--- config.mk ---
export PLATFORM = sky130hd
export DESIGN_NAME = agent_handover_link_flat
export DESIGN_NICKNAME = d
export VERILOG_FILES = /design/src/rtl/agent_handover_link_if.sv /design/src/rtl/agent_handover_link.sv /design/src/flat_wrapper.sv
export SDC_FILE = /design/constraint.sdc
export NUM_CORES = 1
export LEC_CHECK = 0
export ABC_CLOCK_PERIOD_IN_PS = 5500
export BUFFER_PORTS_ARGS = -buffer_cell sky130_fd_sc_hd__clkbuf_2
export CORE_ASPECT_RATIO = 1.4
export CORE_UTILIZATION = 58
export DETAILED_ROUTE_END_ITERATION = 16
export GPL_TIMING_DRIVEN = 0
export PLACE_DENSITY = 0.84
export SLEW_MARGIN = 5
export SYNTH_ARGS = -nofsm -noshare
export SYNTH_HDL_FRONTEND = slang
export SYNTH_SLANG_ARGS = --single-unit
export TNS_END_PERCENT = 100
--- constraint.sdc ---
create_clock -name clk -period 5.5 [get_ports clk]
set_clock_uncertainty 0.2 [all_clocks]
set_input_delay 0.275 -clock clk [delete_from_list [all_inputs] [get_ports clk]]
set_output_delay 0.275 -clock clk [all_outputs]
set_load 0.02 [all_outputs]
--- src/rtl/agent_handover_link_if.sv ---
// Valid/ready handshake bundle between the sending agent (alice) and the receiving agent (bob).
// master = the token producer/consumer side; slave = the link itself.
interface agent_handover_link_if #(
    parameter int DATA_W = 8
);
    logic              send_valid;
    logic [DATA_W-1:0] send_data;
    logic              send_ready;
    logic              recv_valid;
    logic [DATA_W-1:0] recv_data;
    logic              recv_ready;

    modport master (
        output send_valid, send_data, recv_ready,
        input  send_ready, recv_valid, recv_data
    );

    modport slave (
        input  send_valid, send_data, recv_ready,
        output send_ready, recv_valid, recv_data
    );
endinterface

--- src/rtl/agent_handover_link.sv ---
// Purpose: FWFT token buffer from alice to bob with independent sent/delivered counters.
// Latency: one cycle from push to recv_valid/recv_data.
// Backpressure: send_ready=0 while full, decoded from registered occupancy only.
module agent_handover_link #(
    parameter int CNT_W    = 8,
    parameter int DATA_W   = 8,
    parameter int DEPTH    = 4,
    parameter int SATURATE = 0
) (
    input  logic                     clk,
    input  logic                     rst,
    agent_handover_link_if.slave     lnk,
    input  logic                     count_clear,
    output logic [CNT_W-1:0]         alice_count,
    output logic [CNT_W-1:0]         bob_count,
    output logic [$clog2(DEPTH):0]   in_flight,
    output logic                     cnt_sat
);
    localparam int PW = $clog2(DEPTH);
    localparam int OW = PW + 1;

    logic [DATA_W-1:0] mem_q [DEPTH];
    logic [DATA_W-1:0] mem_d [DEPTH];
    logic [PW-1:0]     wr_ptr_q, wr_ptr_d;
    logic [PW-1:0]     rd_ptr_q, rd_ptr_d;
    logic [OW-1:0]     occ_q, occ_d;
    logic [CNT_W-1:0]  alice_q, alice_d;
    logic [CNT_W-1:0]  bob_q, bob_d;
    logic              sat_q, sat_d;
    logic              push, pop;
    logic              a_hit, b_hit;

    // Returns {event, next}: event is a wrap (wrap mode) or reaching all-ones (saturate mode).
    function automatic logic [CNT_W:0] bump(input logic [CNT_W-1:0] c, input logic en);
        logic [CNT_W-1:0] nxt;
        bump = {1'b0, c};
        nxt  = c + CNT_W'(1);
        if (en) begin
            if (c == {CNT_W{1'b1}}) begin
                if (SATURATE == 0) bump = {1'b1, {CNT_W{1'b0}}};
            end else begin
                bump = {(SATURATE != 0) && (nxt == {CNT_W{1'b1}}), nxt};
            end
        end
    endfunction

    assign lnk.send_ready = (occ_q != OW'(DEPTH));
    assign lnk.recv_valid = (occ_q != '0);
    assign lnk.recv_data  = mem_q[rd_ptr_q];

    assign push = lnk.send_valid & lnk.send_ready;
    assign pop  = lnk.recv_valid & lnk.recv_ready;

    always_comb begin
        mem_d    = mem_q;
        wr_ptr_d = wr_ptr_q;
        rd_ptr_d = rd_ptr_q;
        occ_d    = occ_q;
        if (push) begin
            mem_d[wr_ptr_q] = lnk.send_data;
            wr_ptr_d        = wr_ptr_q + PW'(1);
        end
        if (pop) rd_ptr_d = rd_ptr_q + PW'(1);
        case ({push, pop})
            2'b10:   occ_d = occ_q + OW'(1);
            2'b01:   occ_d = occ_q - OW'(1);
            default: occ_d = occ_q;
        endcase
    end

    always_comb begin
        {a_hit, alice_d} = bump(alice_q, push);
        {b_hit, bob_d}   = bump(bob_q, pop);
        sat_d            = sat_q | a_hit | b_hit;
        // Transfers in a clearing cycle still move data but are deliberately not counted.
        if (count_clear) begin
            alice_d = '0;
            bob_d   = '0;
            sat_d   = 1'b0;
        end
    end

    always_ff @(posedge clk) begin
        if (rst) begin
            wr_ptr_q <= '0;
            rd_ptr_q <= '0;
            occ_q    <= '0;
            alice_q  <= '0;
            bob_q    <= '0;
            sat_q    <= 1'b0;
        end else begin
            wr_ptr_q <= wr_ptr_d;
            rd_ptr_q <= rd_ptr_d;
            occ_q    <= occ_d;
            alice_q  <= alice_d;
            bob_q    <= bob_d;
            sat_q    <= sat_d;
        end
    end

    // Payload storage needs no reset: occupancy alone decides what is visible.
    always_ff @(posedge clk) begin
        mem_q <= mem_d;
    end

    assign alice_count = alice_q;
    assign bob_count   = bob_q;
    assign in_flight   = occ_q;
    assign cnt_sat     = sat_q;
endmodule

--- src/flat_wrapper.sv ---
// flat-port wrapper written by rule: the top's interface ports become plain ports
module agent_handover_link_flat 
#(
    parameter int CNT_W    = 8,
    parameter int DATA_W   = 8,
    parameter int DEPTH    = 4,
    parameter int SATURATE = 0
)
  (clk, rst, count_clear, alice_count, bob_count, in_flight, cnt_sat, lnk_send_valid, lnk_send_data, lnk_recv_ready, lnk_send_ready, lnk_recv_valid, lnk_recv_data);
  agent_handover_link_if #(.DATA_W(DATA_W)) lnk_i ();
  input  logic clk;
  input  logic rst;
  input  logic count_clear;
  output logic [CNT_W-1:0] alice_count;
  output logic [CNT_W-1:0] bob_count;
  output logic [$clog2(DEPTH):0] in_flight;
  output logic cnt_sat;
  input wire logic [$bits(lnk_i.send_valid)-1:0] lnk_send_valid;
  input wire logic [$bits(lnk_i.send_data)-1:0] lnk_send_data;
  input wire logic [$bits(lnk_i.recv_ready)-1:0] lnk_recv_ready;
  output wire logic [$bits(lnk_i.send_ready)-1:0] lnk_send_ready;
  output wire logic [$bits(lnk_i.recv_valid)-1:0] lnk_recv_valid;
  output wire logic [$bits(lnk_i.recv_data)-1:0] lnk_recv_data;
  assign lnk_i.send_valid = lnk_send_valid;
  assign lnk_i.send_data = lnk_send_data;
  assign lnk_i.recv_ready = lnk_recv_ready;
  assign lnk_send_ready = lnk_i.send_ready;
  assign lnk_recv_valid = lnk_i.recv_valid;
  assign lnk_recv_data = lnk_i.recv_data;
  agent_handover_link #(.CNT_W(CNT_W), .DATA_W(DATA_W), .DEPTH(DEPTH), .SATURATE(SATURATE)) u_core (.clk(clk), .rst(rst), .lnk(lnk_i), .count_clear(count_clear), .alice_count(alice_count), .bob_count(bob_count), .in_flight(in_flight), .cnt_sat(cnt_sat));
endmodule
# Yosys cells after proc, flatten, opt, wreduce, memory -nomap -nowiden
# Index checks and enable logic that the tools add are counted.
# totals
latchBits	0
ff_bits	56
elab_cells	45
romBits	0
ramBits	0
memories	0
# classes
n_mul	0
n_eq_ne	5
shift	0
muxes	11
bitwise	6
magnitude_cmp	3
n_addsub	6
div	0
reduce_logical	4
# ops
cell	count
$mux 9	4
$bwmux 32	1
$mux 8	3
$add 8x1->8 const B	2
$bmux 8 s2	1
$demux 8 s2	1
$eq 8x8->1 const B	2
$ge 3x3->1 const B	2
$not 2->3	2
$pmux 3 s2	1
$add 2x1->2 const B	2
$add 3x1->3 const B	1
$lt 3x1->1 const B	1
$ne 3x3->1 const B	1
$reduce_bool 3->1	1
$sub 3x1->3 const B	1
$and 1x1->1	2
$eq 2x1->1 const B	1
$eq 2x2->1 const B	1
$or 1x1->1	2
$reduce_bool 2->1	1
$reduce_or 2->1	1
$logic_and 1x1->1	1

# Longest topological paths before layout
# Gate-level depths: netlist (run 1).
# logic_depth
ltp_word	6
depth_mapped	9
ltp_nobuf	9

# Worst setup path after synthesis (run 1)
# Ideal clock, no wire load.
# synth_timing
kind	reg2reg
start	register u_core.occ_q[2], in the netlist u_core.in_flight[2]
end	register u_core.occ_q[2], in the netlist u_core.in_flight[2]
stages_incl_launch_ff	10
required_ns	5.230
arrival_ns	2.211
setup_time_ns	0.070
path_slack_ns	3.019
n_path_buf	0
synth_period_minus_slack_ns	2.481
cell_sequence	dfxtp_1 -> nor3b_2 -> inv_1 -> nand2_1 -> ha_1 -> inv_1 -> fa_1 -> xor2_1 -> or3_1 -> a21oi_1
# synth_between
elab_chain_cells	4
word_cells_on_any_way	10
# synth_lines
element	line	rtl
start: declaration	agent_handover_link.sv:26	logic [OW-1:0] occ_q, occ_d;
start signal: assignment	agent_handover_link.sv:87	occ_q <= '0;
start signal: assignment	agent_handover_link.sv:94	occ_q <= occ_d;
$ne 3x3->1 / $reduce_bool 3->1 (equally long branches)	agent_handover_link.sv:47, agent_handover_link.sv:48	
$and 1x1->1 (on tied branches)	agent_handover_link.sv:51, agent_handover_link.sv:52	
$eq 2x1->1 / $eq 2x2->1 (equally long branches)	agent_handover_link.sv:64	case ({push, pop})
$pmux 3 s2 / $reduce_bool 2->1 (equally long branches)	-	
# Parallel ways exist; a longest one is shown, timed or not.
# A chain may end at the register's enable or synchronous reset.

# Final worst setup path (run 1)
# Ends and elaborated chain as after synthesis.

==> results.yml, run 1 <==
status:
  outcome: "complete, no violations"
routing:
  drtIter0Drc: 17
  viasPerCell: 5.40
  drc: 0
  vias: 1490
  avgRoutedWirePerCell_um: 15.4
  finalWirelength_mm: 4.25
  ant_nets: 0
  firstDrtPassIters: 4
place:
  dpl.hpwl_mm: 3.02
  dp_slack_ns: 2.88
  dpl_cell_area_sq_mm: 0.00261
  place_inst: 260
  routabilityCongestion: 0.775
  port_buffers: 40
global_route:
  overflow: 0
  grt_max_degree: 17
  gr-usage-all-layers_pct: 21.1
  grt_pass1_vias: 1463
  antenna_found_initial: 0
  grt_pass1_wl_mm: 6.93
cts:
  cts_sinks: 56
  cts_root_buf: "clkbuf_8"
  holdBufCountCts: 8
  cts_tree: "built"
  cts_buffers: 5
  clock_path_buffers: 2
  clk_latency_ns: 0.30
  cts_max_level: 2
  cts_resized: 0
  path_clk_slew_ns: 0.09
  cts_setup_buffers: 0
logic_synthesis:
  synth_area_per_cell_sq_um: 13.3
  yosysWarnings: 0
  synth_common_cells: "edfxtp_1, dfxtp_1, nor2_1"
  synthFlopType: "edfxtp_1"
  postSynthCellCount: 177
  synth_cell_types: 36
  synth.cell_area_sq_mm: 0.00235
  ys_seq_area_share_pct: 61.3
  yosysTopAreaCell: "edfxtp_1"
  synth_area_leaders: "edfxtp_1, dfxtp_1, mux4_2"
  synth_nets: 198
  synth_top_area_share_pct: 40.9
  synthMostInstantiatedCell: "edfxtp_1"
  synth_edf_count: 32
  ys_seq_elements: 56
  async_reset_ff_share_pct: 0
floorplan:
  ios: 43
  dieWidth_um: 55.8
  start_util_pct: 60.0
  rows: 27
  design.core.area_sq_mm: 0.00392
  die_y_um: 77.4
  die_area_sq_mm: 0.00432
critical_path:
  critPathKind: "reg2reg"
  timing.rr.end: "u_core.in_flight[2]$_SDFFE_PP0P_"
  r2r_start: "u_core.in_flight[2]$_SDFFE_PP0P_"
  r2r_slack_ns: 2.84
  cp-start-kind: "register"
  cp.arrival_ns: 2.69
  critPathLaunch: "u_core.in_flight[2]$_SDFFE_PP0P_"
  cp.required_ns: 5.54
  critPathMaxFanout: 6
  reg2regPathDepth: 9
  end_kind: "register"
worst_hold_path:
  hold_depth: 3
  hold_end: "u_core.alice_count[1]$_SDFFE_PP0P_"
  worstHoldPathType: "in2reg"
  hp-start: "lnk_send_valid"
power_and_ir_drop:
  power_frac_seq_pct: 46.6
  clkPwrFrac_pct: 23.8
  vdd_ir_drop_max_v: 0.000324
  combPwrFrac_pct: 29.7
  sw_frac_of_total_pct: 31.3
  power_density_mw_per_mm2: 395
  p_leak_nw: 1.07
  p_int_uw: 758
  p_sw_uw: 345
final_layout:
  fillers: 282
  drive_gt1_share_pct: 30.5
  antenna_cells: 0
  area_delta_synth_final_pct: 18.8
  final_nets: 253
  final_cells: 276
  seqCellArea_sq_mm: 0.00144
  finalInstanceArea_sq_mm: 0.00279
  multi_input_area_sq_um: 845
timing:
  setup_viol: 0
  drv_slew: 0
  min_period_over_period_pct: 48.4
  fmax_mhz: 376
  hold_violations: 0
  period_minus_slack_ns: 2.66
  worstMarginPinSlew_ns: 0.531
  fin_ws_ns: 2.84
  slew_headroom_pct: 64.6
  rsz0062_at_grt: "no"
  fin_setup_tns_ns: 0
job:
  cap_violations: 0
[logic make-up after synthesis]
family                     synth area share, %
DFF                                       61.3
and+or+nand+nor                           13.5
xor gates and xnor gates                  6.33
buffers and inverters                     2.82
adders and majority gates                 4.57
muxes                                     8.09
AOI/OAI and AO/OA                         3.40
[worst max-delay path, cell delays in order (launching register included)]
cell,delay [ns]
dfxtp_1,0.42
nor3b_2,0.38
inv_1,0.12
nand2_1,0.21
ha_1,0.22
inv_1,0.06
fa_1,0.37
xor2_1,0.17
or3_1,0.31
a21oi_1,0.15
[placed cells by master (no fill, tap or decap), drive strengths merged, types with 2 or more instances in the layout]
cell type    synthesis  routed
dfxtp               24      24
mux4                 8       8
ha                   7       7
and3                 8       8
nand4                5       5
dlygate4sd3          0       8
nor2                21      21
clkbuf               1      47
or3                  3       3
nand2               10      10
xnor2                5       5
o21ai                2       2
a21oi                7       7
buf                  6       6
edfxtp              32      32
xor2                12      12
inv                  7       7
nand3                8       8
[sequential cells by signal, summed over array words and instances, names as in the netlist]
register	count
u_core.wr_ptr_q	2
u_core.cnt_sat	1
u_core.rd_ptr_q	2
u_core.alice_count	8
u_core.mem_q	32
u_core.in_flight	3
u_core.bob_count	8
[worst max-delay path by stage]
stage	cells after the start	slack, ns	to
3_5_place_dp	9	2.88	u_core.in_flight[2]$_SDFFE_PP0P_
3_3_place_gp	9	2.93	u_core.in_flight[2]$_SDFFE_PP0P_
4_1_cts	9	2.84	u_core.in_flight[2]$_SDFFE_PP0P_
5_1_grt	9	2.62	u_core.in_flight[2]$_SDFFE_PP0P_
2_1_floorplan	9	3.02	u_core.in_flight[2]$_SDFFE_PP0P_
6_report	9	2.84	u_core.in_flight[2]$_SDFFE_PP0P_
[metrics by stage]
stage          utilization, %  total power [mW]  hold slack, ns
2_1_floorplan               -             0.757           0.174
3_3_place_gp             66.5             0.835           0.280
3_5_place_dp             66.5             0.848           0.297
4_1_cts                  71.3              1.11          0.0482
5_1_grt                  71.3              1.16          0.0517
6_report                 71.3              1.10          0.0548
[power groups by stage]
| stage | Sequential, mW | Clock, mW | Combinational (mW) |
|---|---|---|---|
| 6_report | 0.513 | 0.262 | 0.327 |
| 5_1_grt | 0.519 | 0.283 | 0.356 |
| 4_1_cts | 0.514 | 0.269 | 0.330 |
| 3_5_place_dp | 0.523 | 0 | 0.325 |
| 3_3_place_gp | 0.519 | 0 | 0.315 |
| 2_1_floorplan | 0.529 | 0 | 0.228 |
[layer usage]
metal / track usage, % / routed length, um / vias to the layer above
met5: 0 / 0 / -
met3: 4.00 / 144 / 8
met4: 9.27 / 79 / 0
met2: 36.7 / 2290 / 37
met1: 25.4 / 1740 / 700
li1: - / - / 745
[cell type report]
class / count / area share (%)
Tap cell: 43 / 1.93
Timing Repair Buffer: 48 / 10.0
Buffer: 7 / 1.43
Inverter: 7 / 0.940
Sequential cell: 56 / 51.6
Clock inverter: 2 / 1.25
Clock buffer: 6 / 2.60
Multi-Input combinational cell: 107 / 30.2
Note: power is estimated with default switching activity, not from simulation.
==> run 2, diff against run 1 <==
--- a/config.mk
+++ b/config.mk
@@ -5,13 +5,13 @@
 export SDC_FILE = /design/constraint.sdc
 export NUM_CORES = 1
 export LEC_CHECK = 0
-export ABC_CLOCK_PERIOD_IN_PS = 5500
+export ABC_CLOCK_PERIOD_IN_PS = 2400
 export BUFFER_PORTS_ARGS = -buffer_cell sky130_fd_sc_hd__clkbuf_2
 export CORE_ASPECT_RATIO = 1.4
-export CORE_UTILIZATION = 58
+export CORE_UTILIZATION = 49
 export DETAILED_ROUTE_END_ITERATION = 16
 export GPL_TIMING_DRIVEN = 0
-export PLACE_DENSITY = 0.84
+export PLACE_DENSITY = 0.75
 export SLEW_MARGIN = 5
 export SYNTH_ARGS = -nofsm -noshare
 export SYNTH_HDL_FRONTEND = slang
==> constraint.sdc (replaced) <==
create_clock -name clk -period 2.4 [get_ports clk]
set_clock_uncertainty 0.2 [all_clocks]
set_input_delay 0.12 -clock clk [delete_from_list [all_inputs] [get_ports clk]]
set_output_delay 0.12 -clock clk [all_outputs]
set_load 0.02 [all_outputs]
==> results.yml, run 2 (synthesis results as in run 1) <==
floorplan:
  design.core.area_sq_mm: 0.00457
  dieWidth_um: 60.6
  ios: 43
  die_y_um: 84.0
  die_area_sq_mm: 0.00509
  rows: 29
  start_util_pct: 51.5
timing:
  min_period_over_period_pct: 96.1
  drv_slew: 0
  worstMarginPinSlew_ns: 0.528
  setup_viol: 0
  fin_setup_tns_ns: 0
  rsz0062_at_grt: "no"
  period_minus_slack_ns: 2.31
  hold_violations: 0
  fmax_mhz: 433
  slew_headroom_pct: 64.8
routing:
  drc: 0
  drtIter0Drc: 28
  ant_nets: 0
  avgRoutedWirePerCell_um: 13.9
  finalWirelength_mm: 4.17
  firstDrtPassIters: 4
  viasPerCell: 5.11
  vias: 1537
critical_path:
  end_kind: "register"
  cp.arrival_ns: 2.31
  critPathMaxFanout: 5
  crit_path_cell_trace: "ha_1 -> and3_4 -> or4b_4 -> nand2_2 -> a21oi_1 -> dlygate4sd3_1"
  critPathKind: "reg2reg"
  cp-start-kind: "register"
  cpMaxStageDelayCell: "dlygate4sd3_1"
  cp.required_ns: 2.40
  slowest_delay_ns: 0.55
cts:
  cts_sinks: 56
  cts_max_level: 2
  cts_buffers: 5
  clk_latency_ns: 0.31
  cts_tree: "built"
  clock_path_buffers: 2
  path_clk_slew_ns: 0.09
  cts_root_buf: "clkbuf_8"
final_layout:
  antenna_cells: 0
  drive_gt1_share_pct: 33.9
  fillers: 384
  mostFrequentLayoutCells: "clkbuf_2, edfxtp_1, nor2_1"
  mostFrequentLayoutCell: "clkbuf_2"
  final_nets: 259
  fin_util_pct: 63.1
  largest_reg_flops: 32
  largest-register: "u_core.mem_q"
  area_delta_synth_final_pct: 22.6
power_and_ir_drop:
  power_mw: 2.47
  p_leak_nw: 1.08
  power_density_mw_per_mm2: 856
  vdd_ir_drop_max_v: 0.000540
global_route:
  overflow: 0
  antenna_found_initial: 0
  grt_pass1_wl_mm: 6.93
  gr-usage-all-layers_pct: 18.5
  grt_max_degree: 18
  grt_pass1_vias: 1566
worst_hold_path:
  worstHoldPathType: "in2reg"
job:
  cap_violations: 0
place:
  routabilityCongestion: 0.799
  dpl.hpwl_mm: 2.90
  port_buffers: 40
status:
  outcome: "complete, no violations"
-- run 2: cell types whose count changed in the layout (fill, tap and decap cells not counted), moves of 2 or more --
cell	before	now
dfxtp_4	0	2
dlygate4sd3_1	8	12
buf_4	1	3
dfxtp_2	0	2
dfxtp_1	24	20
clkinvlp_4	0	2
-- run 2: path summary, 6_finish.rpt --
kind,from,slack [ns],end,cells after the start
min,lnk_recv_ready,0.08,u_core.bob_count[3]$_SDFFE_PP0N_,5
max reg2reg,u_core.alice_count[1]$_SDFFE_PP0P_,0.09,u_core.alice_count[1]$_SDFFE_PP0P_,6
min reg2reg,u_core.wr_ptr_q[1]$_SDFFE_PP0P_,0.31,u_core.wr_ptr_q[1]$_SDFFE_PP0P_,2
max,u_core.alice_count[1]$_SDFFE_PP0P_,0.09,u_core.alice_count[1]$_SDFFE_PP0P_,6
-- run 2: metrics by stage --
stage,cell area [sq um],instances,setup slack (ns),hold WS (ns)
3_3_place_gp,2640,279,-0.122,0.141
5_1_grt,2880,301,0.000315,0.105
2_1_floorplan,2360,177,0.00982,0.0189
4_1_cts,2860,300,0.0287,0.0784
3_5_place_dp,2640,279,-0.140,0.145
6_report,2880,301,0.0930,0.0829
-- run 2: worst max-delay path, delay by kind of cell (launching register included) --
kind                     cells  cell delay (ns)
AO/OA/AOI/OAI                1             0.05
adder cells (fa/ha/maj)      1             0.19
buffers and inverters        1             0.55
flip-flops                   1             0.40
AND/OR/NAND/NOR              3             0.82
-- run 2: final cells by class --
type                       count  area (sq um)  area share [%]
multi-input combinational    107           865            30.0
sequential                    56          1450            50.3
clock buffer                   5          68.8            2.39
buffer                         7          40.0            1.39
clock inverter                 3          18.8           0.651
timing repair buffer          54           335            11.6
inverter                       7          26.3           0.911
tap                           62          77.6            2.69
-- run 2: layer usage --
metal | GRT usage [%] | part of all wire [%] | up-vias
li1 | - | - | 759
met1 | 19.7 | 40 | 740
met2 | 33.5 | 55 | 30
met3 | 3.88 | 3.0 | 8
met4 | 7.64 | 2.1 | 0
met5 | 0 | 0 | -
-- run 2: where the power goes --
part	total [mW]	switching, mW	internal, mW
Sequential	1.18	0.0601	1.12
Clock	0.499	0.297	0.202
Combinational	0.785	0.446	0.339
Total	2.47	0.803	1.67
-- run 2: what timing repair did --
item / CTS / global route
hold buffers: 12 / 0
resized for setup: 3 / 7
setup buffers: 1 / 1
hold endpoints to repair: 41 / 0
pin swaps: 1 / 3
setup endpoints to repair: 1 / 2
==> run 3, diff against run 2 <==
--- a/config.mk
+++ b/config.mk
@@ -6,8 +6,8 @@
 export NUM_CORES = 1
 export LEC_CHECK = 0
 export ABC_CLOCK_PERIOD_IN_PS = 2400
-export BUFFER_PORTS_ARGS = -buffer_cell sky130_fd_sc_hd__clkbuf_2
-export CORE_ASPECT_RATIO = 1.4
+export BUFFER_PORTS_ARGS = -buffer_cell sky130_fd_sc_hd__buf_4
+export CORE_ASPECT_RATIO = 1.5
 export CORE_UTILIZATION = 49
 export DETAILED_ROUTE_END_ITERATION = 16
 export GPL_TIMING_DRIVEN = 0
==> results.yml, run 3 (synthesis results as in run 1) <==
cts:
  cts_sinks: 56
  cts_tree: "built"
  cts_buffers: 5
  cts_root_buf: "clkbuf_8"
  path_clk_slew_ns: 0.09
  cts_max_level: 2
  clock_path_buffers: 2
  clk_latency_ns: 0.30
global_route:
  grtUsageMet2_pct: 30.3
  grtUsageMet3_pct: 4.16
  gr-usage-all-layers_pct: 17.5
  met1_usage_pct: 20.1
  busiest_layer: "met2"
  grt_max_degree: 18
  antenna_found_initial: 0
  grt_pass1_vias: 1454
  grt_pass1_wl_mm: 6.53
  overflow: 0
routing:
  ant_nets: 0
  avgRoutedWirePerCell_um: 13.3
  drc: 0
  vias: 1494
  finalWirelength_mm: 4.04
  firstDrtPassIters: 4
  viasPerCell: 4.93
  drtIter0Drc: 28
final_layout:
  final_nets: 259
  drive_gt1_share_pct: 33.9
  finalInstanceArea_sq_mm: 0.00298
  fillers: 363
  largest_reg_flops: 32
  fin_util_pct: 65.1
  final_cells: 303
  mostFrequentLayoutCell: "buf_4"
  antenna_cells: 0
  area_delta_synth_final_pct: 26.8
  mostFrequentLayoutCells: "buf_4, edfxtp_1, nor2_1"
  largest-register: "u_core.mem_q"
timing:
  setup_viol: 0
  fmax_mhz: 435
  min_period_over_period_pct: 95.7
  period_minus_slack_ns: 2.30
  hold_violations: 0
  worstMarginPinSlew_ns: 0.541
  slew_headroom_pct: 63.9
  drv_slew: 0
floorplan:
  dieWidth_um: 58.6
  ios: 43
  rows: 30
  start_util_pct: 51.4
  die_area_sq_mm: 0.00509
  design.core.area_sq_mm: 0.00458
  die_y_um: 86.9
critical_path:
  critPathKind: "reg2reg"
  end_kind: "register"
  cp.arrival_ns: 2.29
  critPathMaxFanout: 5
  cp-start-kind: "register"
  cp.required_ns: 2.39
power_and_ir_drop:
  vdd_ir_drop_max_v: 0.000519
  p_leak_nw: 1.11
  power_mw: 2.52
  power_density_mw_per_mm2: 846
worst_hold_path:
  worstHoldPathType: "in2reg"
job:
  cap_violations: 0
place:
  port_buffers: 40
  dpl_cell_area_sq_mm: 0.00274
  dpl.hpwl_mm: 2.82
  routabilityCongestion: 0.816
  place_inst: 281
status:
  outcome: "complete, no violations"
[run 3: power breakdown]
group / internal (mW) / total (mW) / switching (mW)
combinational: 0.397 / 0.837 / 0.441
clock: 0.204 / 0.493 / 0.290
sequential: 1.13 / 1.19 / 0.0636
[run 3: routing by layer]
metal / up-vias / part of all wire (%)
li1: 753 / -
met1: 701 / 43
met2: 34 / 52
met3: 6 / 3.5
met4: 0 / 1.6
met5: - / 0
[run 3: final timing paths]
kind / from / end / slack, ns / depth (start not counted)
worst max-delay path: u_core.alice_count[0]$_SDFFE_PP0P_ / u_core.alice_count[1]$_SDFFE_PP0P_ / 0.10 / 6
worst min-delay path: lnk_recv_ready / u_core.bob_count[3]$_SDFFE_PP0N_ / 0.11 / 5
worst max register to register: u_core.alice_count[0]$_SDFFE_PP0P_ / u_core.alice_count[1]$_SDFFE_PP0P_ / 0.10 / 6
worst min register to register: u_core.wr_ptr_q[1]$_SDFFE_PP0P_ / u_core.wr_ptr_q[1]$_SDFFE_PP0P_ / 0.30 / 2
[run 3: area by class of cell]
type,instances,area (sq um),share of cell area [%]
clock inverters,2,12.5,0.419
multi-input cells,107,861,28.9
plain buffers,7,40.0,1.34
inverters,7,26.3,0.881
repair buffers,54,435,14.6
clock buffers,6,72.6,2.43
flip-flops and latches,56,1460,48.8
well taps,64,80.1,2.68
[run 3: metrics by stage]
stage	TNS [ns]	hold WS [ns]	setup slack, ns
6_report	0	0.115	0.102
5_1_grt	-0.0336	0.130	-0.0336
4_1_cts	0	0.104	0.00876
3_5_place_dp	-0.160	0.126	-0.160
3_3_place_gp	-0.0933	0.122	-0.0933
2_1_floorplan	0	0.0189	0.00982
[run 3: critical path: stages (launching register included)]
cell           delay (ns)
dfxtp_2              0.37
ha_1                 0.18
and3_4               0.21
or4b_4               0.47
nand2_2              0.14
a21oi_1              0.05
dlygate4sd3_1        0.56
[run 3: timing repair]
item,CTS,global route
endpoints found under the hold margin,43,0
endpoints found under the setup margin,1,2
hold buffers,12,0
cloned,0,0
gates resized for setup,2,9
setup buffers,1,1
pin swaps,1,1
